--- src/rtl/stim_arbiter.sv ---
// Purpose : round-robin scheduler that serialises four stimulus sources (heal, feed,
//           ultrasonic, tilt) into one event stream, with cooldown after every accept.
// Latency : rising edge latched as pending on edge E1, offered (ev_valid) after E2.
// Backpr. : the offer is held until ev_ready; new edges keep latching as pending meanwhile.
// Ports   : clk/rst (async, active-high); req/req_en/ovf_clr/ev_ready in;
//           ev_valid/ev_id/pending/busy/ovf out, all registered.
module stim_arbiter #(
  parameter int COOLDOWN = 25_000_000,
  parameter int CNT_W    = 25
) (
  input  logic       clk,
  input  logic       rst,
  input  logic [3:0] req,
  input  logic [3:0] req_en,
  input  logic       ovf_clr,
  input  logic       ev_ready,
  output logic       ev_valid,
  output logic [1:0] ev_id,
  output logic [3:0] pending,
  output logic       busy,
  output logic       ovf
);

  typedef enum logic [1:0] {
    S_IDLE  = 2'd0,
    S_OFFER = 2'd1,
    S_COOL  = 2'd2
  } state_t;

  // Value loaded on accept so that exactly COOLDOWN edges pass in S_COOL.
  localparam logic [CNT_W-1:0] CNT_LOAD = (COOLDOWN > 0) ? CNT_W'(COOLDOWN - 1) : '0;

  state_t           r_state;
  logic [CNT_W-1:0] r_cnt;
  logic [1:0]       r_ptr;
  logic [3:0]       r_req_d;
  logic [3:0]       r_pending;
  logic             r_ovf;
  logic             r_valid;
  logic [1:0]       r_id;
  logic             r_busy;

  logic [3:0]       w_rise;
  logic             w_found;
  logic [1:0]       w_win;
  logic [1:0]       w_idx;
  logic             w_grant;
  logic [3:0]       w_clr;
  logic             w_ovf_set;

  assign w_rise = req & ~r_req_d & req_en;

  // Round-robin search starting at r_ptr. Walking from the farthest candidate
  // back to r_ptr lets the nearest set bit overwrite the others.
  always_comb begin
    w_found = 1'b0;
    w_win   = r_ptr;
    w_idx   = r_ptr;
    for (int k = 3; k >= 0; k--) begin
      w_idx = r_ptr + 2'(k);
      if (r_pending[w_idx]) begin
        w_found = 1'b1;
        w_win   = w_idx;
      end
    end
  end

  assign w_grant = (r_state == S_IDLE) && w_found;
  assign w_clr   = w_grant ? (4'b0001 << w_win) : 4'b0000;

  // A rise only counts as an overflow if the bit stays pending; a rise on the
  // very edge its bit is granted simply re-arms the request.
  assign w_ovf_set = |(w_rise & r_pending & ~w_clr);

  // Edge detect, pending latch and sticky overflow.
  always_ff @(posedge clk or posedge rst) begin
    if (rst) begin
      r_req_d   <= 4'b0000;
      r_pending <= 4'b0000;
      r_ovf     <= 1'b0;
    end else begin
      r_req_d   <= req;
      r_pending <= (r_pending & ~w_clr) | w_rise;
      if (w_ovf_set) begin
        r_ovf <= 1'b1;
      end else if (ovf_clr) begin
        r_ovf <= 1'b0;
      end
    end
  end

  // Grant / offer / cooldown sequencer with registered outputs.
  always_ff @(posedge clk or posedge rst) begin
    if (rst) begin
      r_state <= S_IDLE;
      r_cnt   <= '0;
      r_ptr   <= 2'd0;
      r_valid <= 1'b0;
      r_id    <= 2'd0;
      r_busy  <= 1'b0;
    end else begin
      case (r_state)
        S_IDLE: begin
          if (w_found) begin
            r_id    <= w_win;
            r_valid <= 1'b1;
            r_ptr   <= w_win + 2'd1;
            r_busy  <= 1'b1;
            r_state <= S_OFFER;
          end
        end
        S_OFFER: begin
          if (ev_ready) begin
            r_valid <= 1'b0;
            if (COOLDOWN == 0) begin
              r_busy  <= 1'b0;
              r_state <= S_IDLE;
            end else begin
              r_cnt   <= CNT_LOAD;
              r_state <= S_COOL;
            end
          end
        end
        S_COOL: begin
          if (r_cnt == '0) begin
            r_busy  <= 1'b0;
            r_state <= S_IDLE;
          end else begin
            r_cnt <= r_cnt - CNT_W'(1);
          end
        end
        default: begin
          r_valid <= 1'b0;
          r_busy  <= 1'b0;
          r_state <= S_IDLE;
        end
      endcase
    end
  end

  assign ev_valid = r_valid;
  assign ev_id    = r_id;
  assign pending  = r_pending;
  assign busy     = r_busy;
  assign ovf      = r_ovf;

endmodule

--- config.mk ---
export PLATFORM = sky130hd
export DESIGN_NAME = stim_arbiter
export DESIGN_NICKNAME = d
export VERILOG_FILES = /design/src/rtl/stim_arbiter.sv
export SDC_FILE = /design/constraint.sdc
export NUM_CORES = 1
export LEC_CHECK = 0
export ABC_AREA = 1
export CAP_MARGIN = 20
export CORE_AREA = 10 10 96 98
export DETAILED_ROUTE_END_ITERATION = 8
export DIE_AREA = 0 0 106 108
export HOLD_SLACK_MARGIN = 0.15
export PLACE_DENSITY = 0.58
export SLEW_MARGIN = 20
export SYNTH_ARGS = -nofsm -noshare
export SYNTH_HDL_FRONTEND = slang
export SYNTH_SLANG_ARGS = --single-unit
--- constraint.sdc ---
create_clock -name clk -period 3.8 [get_ports clk]
set_input_delay 0.76 -clock clk [delete_from_list [all_inputs] [get_ports clk]]
set_output_delay 0.76 -clock clk [all_outputs]
set_load 0.02 [all_outputs]
* Word-level counts from Yosys, hierarchy flattened
Index checks and enable logic that the tools add are counted.
Operators by class: muxes and demuxes 31, magnitude comparators 4, reductions and logical operators 11, bitwise gates (word level) 10, shift operators 1, equality and inequality tests 6, add/sub/neg operators 5
Operators by type and width (count):
- 25-bit 2-to-1 mux | 2
- 25-bit one-hot mux with 2 select lines | 1
- 25-bit logical NOT | 1
- 25-bit by 1-bit subtractor with 25-bit output (second input constant) | 1
- 4-bit bitwise AND | 5
- 2-bit 2-to-1 mux | 7
- 1-bit 2-to-1 mux | 13
- 2-bit by 3-bit less-than comparator with 1-bit output (second input constant) | 4
- 3-bit AND reduction | 4
- 1-bit binary-select mux with 2-bit select | 4
- 2-bit inequality test (second input constant) | 4
- 4-bit NOT | 2
- 1-bit one-hot mux with 3 select lines | 2
- 2-bit one-hot mux with 3 select lines | 1
- 2-bit by 1-bit adder with 2-bit output (second input constant) | 2
- 2-bit adder (second input constant) | 2
- 4-bit 2-to-1 mux | 1
- 4-bit bitwise OR | 1
- 2-bit nonzero test | 2
- 4-bit OR reduction | 1
- 1-bit by 2-bit << shifter with 4-bit output (first input constant) | 1
- 2-bit by 1-bit == test with 1-bit output (second input constant) | 1
- 2-bit == test (second input constant) | 1
- 2-bit logical NOT | 1
- 3 further kinds | 4
Word-level totals: input port bits 12, logic and storage cells 77, bits in registers 42

* Depth between registers and ports, before layout
word-level depth 13, depth in mapped cells 18

* Least setup slack after synthesis
No wires, ideal clock.
kind register -> register, start register r_ptr[0], end register r_ovf (netlist: ovf), slack 1.976 ns, clock period less this slack 1.824 ns, library setup time 0.117 ns, cell stages (with the launch flop) 19, data required time 3.683 ns, arrival time 1.706 ns, cells stage by stage dfrtp_1 -> buf_4 -> inv_2 -> nand2_1 -> nand2_1 -> nand2_1 -> nand2_1 -> nand2_1 -> nand2_1 -> nand2_1 -> nand2_1 -> nand2_1 -> inv_1 -> ha_1 -> nand3_1 -> nand3_1 -> nand2_1 -> inv_1 -> nand2_1
On the way: cells in the longest elaborated chain, start to end 13, elaborated cells on any way between the ends 27, classes of those cells add/sub (3); shift (1); mux (18); bitwise (2); reduce/logical (3)
Ends and longest elaborated chain:
- from (decl) | line 35 | logic [1:0] r_ptr;
- from (signal assigned) | line 107 | r_ptr <= w_win + 2'd1;
- 2-bit adder | line 60 | w_idx = r_ptr + 2'(k);
- 1-bit binary-select mux with 2-bit select | line 61 | if (r_pending[w_idx]) begin
- 1-bit 2-to-1 mux (implied by the code) | line 61
- 2-bit 2-to-1 mux (3 in series) | line 61
- 2-bit 2-to-1 mux * | line 61
- named net w_win[0] | line 45 | logic [1:0] w_win;
- 1-bit by 2-bit << shifter with 4-bit output * | line 69 | assign w_clr = w_grant ? (4'b0001 << w_win) : 4'b0000;
- 4-bit 2-to-1 mux * | line 69
- 4-bit NOT * | line 73 | assign w_ovf_set = |(w_rise & r_pending & ~w_clr);
- 4-bit bitwise AND * | line 73
- 4-bit OR reduction * | line 73
- 1-bit 2-to-1 mux / 2-bit nonzero test (equally long branches)
- to (signal assigned) | line 80 | r_ovf <= 1'b0;
- to (signal assigned) | line 85 | r_ovf <= 1'b1;
- to (signal assigned) | line 87 | r_ovf <= 1'b0;
- to (decl) | line 38 | logic r_ovf;
Mark *: on every way through the listed nets, which the timed path passes. The rest lies on a longest branch. The select of a mux whose other input is x is not followed. A chain may end at the register's enable or synchronous reset.

* Worst setup path after layout
start register r_pending[3] (netlist: pending[3]), end output pending[3]
RTL lines:
- from (decl) | line 37 | logic [3:0] r_pending;
- from (signal assigned) | line 83 | r_pending <= (r_pending & ~w_clr) | w_rise;
- to (decl) | line 19 | output logic [3:0] pending,
No word-level cell between the ends.

==> impl_metrics.toml <==
[run_status]
run_status = "finished clean"

[cts]
cts_setup_buffers = 0
cts.sink_count = 42
cts_hold_buf = 0
cts.htree.levels = 2
tritoncts_clock_tree = "done"
clkTransAtPathRegs_ns = 0.08
insertion_delay_ns = 0.30
cts_made_buffers = 5
cts-root-buf = "sky130_fd_sc_hd__clkbuf_8"
cts.repair.resized = 0
cts_max_path_buffers = 2

[floorplan]
die_h_um = 108
design.portCount = 21
core_region_area_sq_um = 7450
start_util_pct = 38.3
full_die_area_sq_um = 11400
chipWidth_um = 106
placementRows = 32

[place]
dpl_cell_area_sq_um = 3120
dpl.cell_count = 522
dpl.hpwl_um = 4860
place_congestion = 0.919
io_buffers = 20

[power_and_ir_drop]
comb_power_share_pct = 57.3
static-leakage-power_nw = 1.57
p_per_area_nw_per_um2 = 799
power_frac_seq_pct = 31.8
power.share.switching_pct = 51.1
power_frac_clock_pct = 11.0
power.switching_mw = 1.31
ir_worst_vdd_uv = 524
power.internal_mw = 1.25
totalPowerFinal_mw = 2.56

[detailed_routing]
drt_drc_violations_left = 0
route.final.wire_length_um = 6440
route.detailed.vias_per_inst = 4.74
ant_nets = 0
first_iter_violations = 105
drt-wirelength-per-cell_um = 12.2
drt_first_pass_iters = 4
vias = 2505

[synthesis]
postSynthCellCount = 407
post_synth_main_area_contributors = "sky130_fd_sc_hd__dfrtp_1 37%, sky130_fd_sc_hd__nand2_1 18%, sky130_fd_sc_hd__nand3_1 9.0%, sky130_fd_sc_hd__nor2_1 6.2%, sky130_fd_sc_hd__inv_1 5.4%"
area_share_of_the_largest_cell_type_after_synthesis_pct = 36.9
synthesis_stage_register_bit_count = 42
synth_xor_area_share_pct = 2.77
synth_simple_gate_area_share_pct = 44.8
synthDistinctLibCells = 27
muxShareOfSynthArea_pct = 0
synth_largest_area_cell = "sky130_fd_sc_hd__dfrtp_1"
synth_top_family_by_area = "simple AND/OR/NAND/NOR gates"
synthesized_area_fraction_occupied_by_ao_oa_aoi_and_oai_cells_pct = 4.87
synth_fa_ha_area_share_pct = 2.63
synth-warning-count = 0
synth_area_per_cell_sq_um = 7.00
synth.cell_area_sq_um = 2850
syn-num-nets = 425
seq_area_frac_synth_pct = 36.9

[cells_and_area]
finalNonFillerCells = 529
layout.cells.most_common = "sky130_fd_sc_hd__nand2_1"
fillCellCount = 803
finalInstanceArea_sq_um = 3200
area_of_the_multi_input_gates_sq_um = 1570
mostFrequentLayoutCells = "138 x sky130_fd_sc_hd__nand2_1, 51 x sky130_fd_sc_hd__nand3_1, 47 x sky130_fd_sc_hd__nor2_1"
seqCellArea_sq_um = 1050
number_of_antenna_cells_inserted = 0
drive_gt1_share_pct = 12.4
nets = 445
area_growth_pct = 12.4

[setup_path]
cell_with_the_largest_stage_delay_on_the_worst_path = "sky130_fd_sc_hd__clkdlybuf4s50_1"
cp_top_family = "buffers and inverters"
worst-endpoint-arrival_ns = 1.38
critical_path.cell_chain = "clkdlybuf4s50_1"
start_point_of_the_critical_path = "pending[3]"
worst-r2r-cell-count = 17
worst_r2r_startpoint = "r_ptr[0]"
timing_worst_setup_path_type = "reg2out"
critPathLaunchType = "register"
worst_reg2reg_setup_slack_ns = 1.71
timing.critical_path.required_ns = 3.04
critical_path.n_buffers_inverters = 1
kind_of_end_point_of_the_critical_path = "output pin"
slowest_delay_ns = 0.65
worst_r2r_endpoint = "ovf"
critPathMaxFanout = 5

[global_routing]
grt_pass1_vias = 2317
grt.overflow.total = 0
grt_util_all_layers_pct = 11.7
pin_count_of_the_biggest_net_entering_global_routing = 37
wire_length_of_the_first_global_routing_pass_um = 11200
grt_antenna_before_repair = 0

[timing]
final_max_slew_viol_count = 0
worst_slew_pin_slew_ns = 0.575
hold_slack_ns = 0.456
fin_crit_sh_pct = 56.2
setup_viol = 0
grt_setup_unrepaired = "no"
fin_crit_ns = 2.14
fmax_mhz = 468
final_count_of_hold_timing_violations = 0
relSlewSlack_pct = 61.6
fin_worst_skew_ns = 0.00785
finalSetupTns_ns = 0

[min_path]
min_delay_worst_endpoint = "pending[0]"
hold_path_class = "reg2reg"
hold_path.startpoint = "r_req_d[0]"
holdPathStages = 1

[flow_run]
max_cap_viol_count = 0
[metal layers]
metal | part of all wire [%] | track usage (%) | routed length [um] | vias to the layer above
li1 | - | - | - | 1313
met1 | 48 | 14.7 | 3080 | 1155
met2 | 47 | 19.6 | 3040 | 32
met3 | 4.1 | 3.33 | 265 | 5
met4 | 0.88 | 2.90 | 57 | 0
met5 | 0 | 0 | 0 | -
[cells by family (layout without fill, tap and decap cells)]
group           count (synthesis)  count (layout)
compound gates                 18              18
xor+xnor                        9               9
fa+ha+maj                       6               6
buf+inv                        53              73
flops                          42              42
simple gates                  279             279
[power groups by stage]
stage | clock, mW | combinational [mW] | sequential, mW
6_report | 0.281 | 1.47 | 0.813
5_1_grt | 0.308 | 1.69 | 0.839
3_3_place_gp | 0 | 1.45 | 0.818
3_5_place_dp | 0 | 1.48 | 0.818
2_1_floorplan | 0 | 1.14 | 0.817
4_1_cts | 0.294 | 1.48 | 0.812
[Yosys cell counts]
| master | count |
|---|---|
| sky130_fd_sc_hd__nand2_4 | 1 |
| sky130_fd_sc_hd__or2_2 | 1 |
| sky130_fd_sc_hd__o21ai_2 | 13 |
| sky130_fd_sc_hd__nand2_8 | 1 |
| sky130_fd_sc_hd__o21ai_0 | 3 |
| sky130_fd_sc_hd__nand2_2 | 9 |
| sky130_fd_sc_hd__buf_6 | 3 |
| sky130_fd_sc_hd__buf_4 | 2 |
| sky130_fd_sc_hd__buf_2 | 1 |
| sky130_fd_sc_hd__nor2_1 | 47 |
| sky130_fd_sc_hd__clkbuf_1 | 2 |
| sky130_fd_sc_hd__dfrtp_1 | 42 |
| sky130_fd_sc_hd__ha_1 | 6 |
| sky130_fd_sc_hd__inv_2 | 4 |
| sky130_fd_sc_hd__nand4_1 | 8 |
| sky130_fd_sc_hd__inv_1 | 41 |
| sky130_fd_sc_hd__nand3_1 | 51 |
| sky130_fd_sc_hd__nor3_4 | 1 |
| sky130_fd_sc_hd__nor3_1 | 4 |
| sky130_fd_sc_hd__xor2_1 | 9 |
| sky130_fd_sc_hd__nor2_4 | 3 |
| sky130_fd_sc_hd__nand2_1 | 138 |
| sky130_fd_sc_hd__nand3_2 | 1 |
| sky130_fd_sc_hd__nand3_4 | 1 |
| sky130_fd_sc_hd__nor2_2 | 10 |
| sky130_fd_sc_hd__nand3b_1 | 3 |
| sky130_fd_sc_hd__o21ai_1 | 2 |
[stage by stage]
stage,utilization [%],worst slack (ns)
2_1_floorplan,-,1.98
3_3_place_gp,42.0,1.58
3_5_place_dp,42.0,1.54
4_1_cts,43.0,1.63
5_1_grt,43.0,1.43
6_report,43.0,1.66
[registers in the layout, indices dropped and copies added, names as in the netlist]
signal,cells
busy,1
ev_id,2
ev_valid,1
ovf,1
pending,4
r_cnt,25
r_ptr,2
r_req_d,4
r_state,2
[cell type report]
cell class | instances | area share [%]
Sequential cell | 42 | 32.8
Multi-Input combinational cell | 312 | 49.0
Clock buffer | 5 | 2.15
Clock inverter | 2 | 0.313
Inverter | 45 | 5.27
Timing Repair Buffer | 21 | 6.48
Tap cell | 102 | 3.98
[worst max path at each step]
stage	to	slack (ns)	cells after the start
after floorplan	ovf	1.98	18
after global placement	r_cnt[6]	1.58	5
after detailed placement	r_cnt[6]	1.54	5
after CTS	pending[3]	1.63	1
after global routing	ovf	1.43	17
final	pending[3]	1.66	1
[worst reg2reg max path: stages (launching register included)]
cell and delay [ns]:
sky130_fd_sc_hd__dfrtp_1 0.50, sky130_fd_sc_hd__inv_2 0.17, sky130_fd_sc_hd__nand2_1 0.06, sky130_fd_sc_hd__nand2_1 0.11, sky130_fd_sc_hd__nand2_1 0.09, sky130_fd_sc_hd__nand2_1 0.09
sky130_fd_sc_hd__nand2_1 0.06, sky130_fd_sc_hd__nand2_1 0.09, sky130_fd_sc_hd__nand2_1 0.08, sky130_fd_sc_hd__nand2_1 0.08, sky130_fd_sc_hd__nand2_1 0.10, sky130_fd_sc_hd__inv_1 0.09
sky130_fd_sc_hd__ha_1 0.14, sky130_fd_sc_hd__nand3_1 0.10, sky130_fd_sc_hd__nand3_1 0.09, sky130_fd_sc_hd__nand2_1 0.06, sky130_fd_sc_hd__inv_1 0.05, sky130_fd_sc_hd__nand2_1 0.04
No activity file was read; power rests on OpenSTA's default activity.
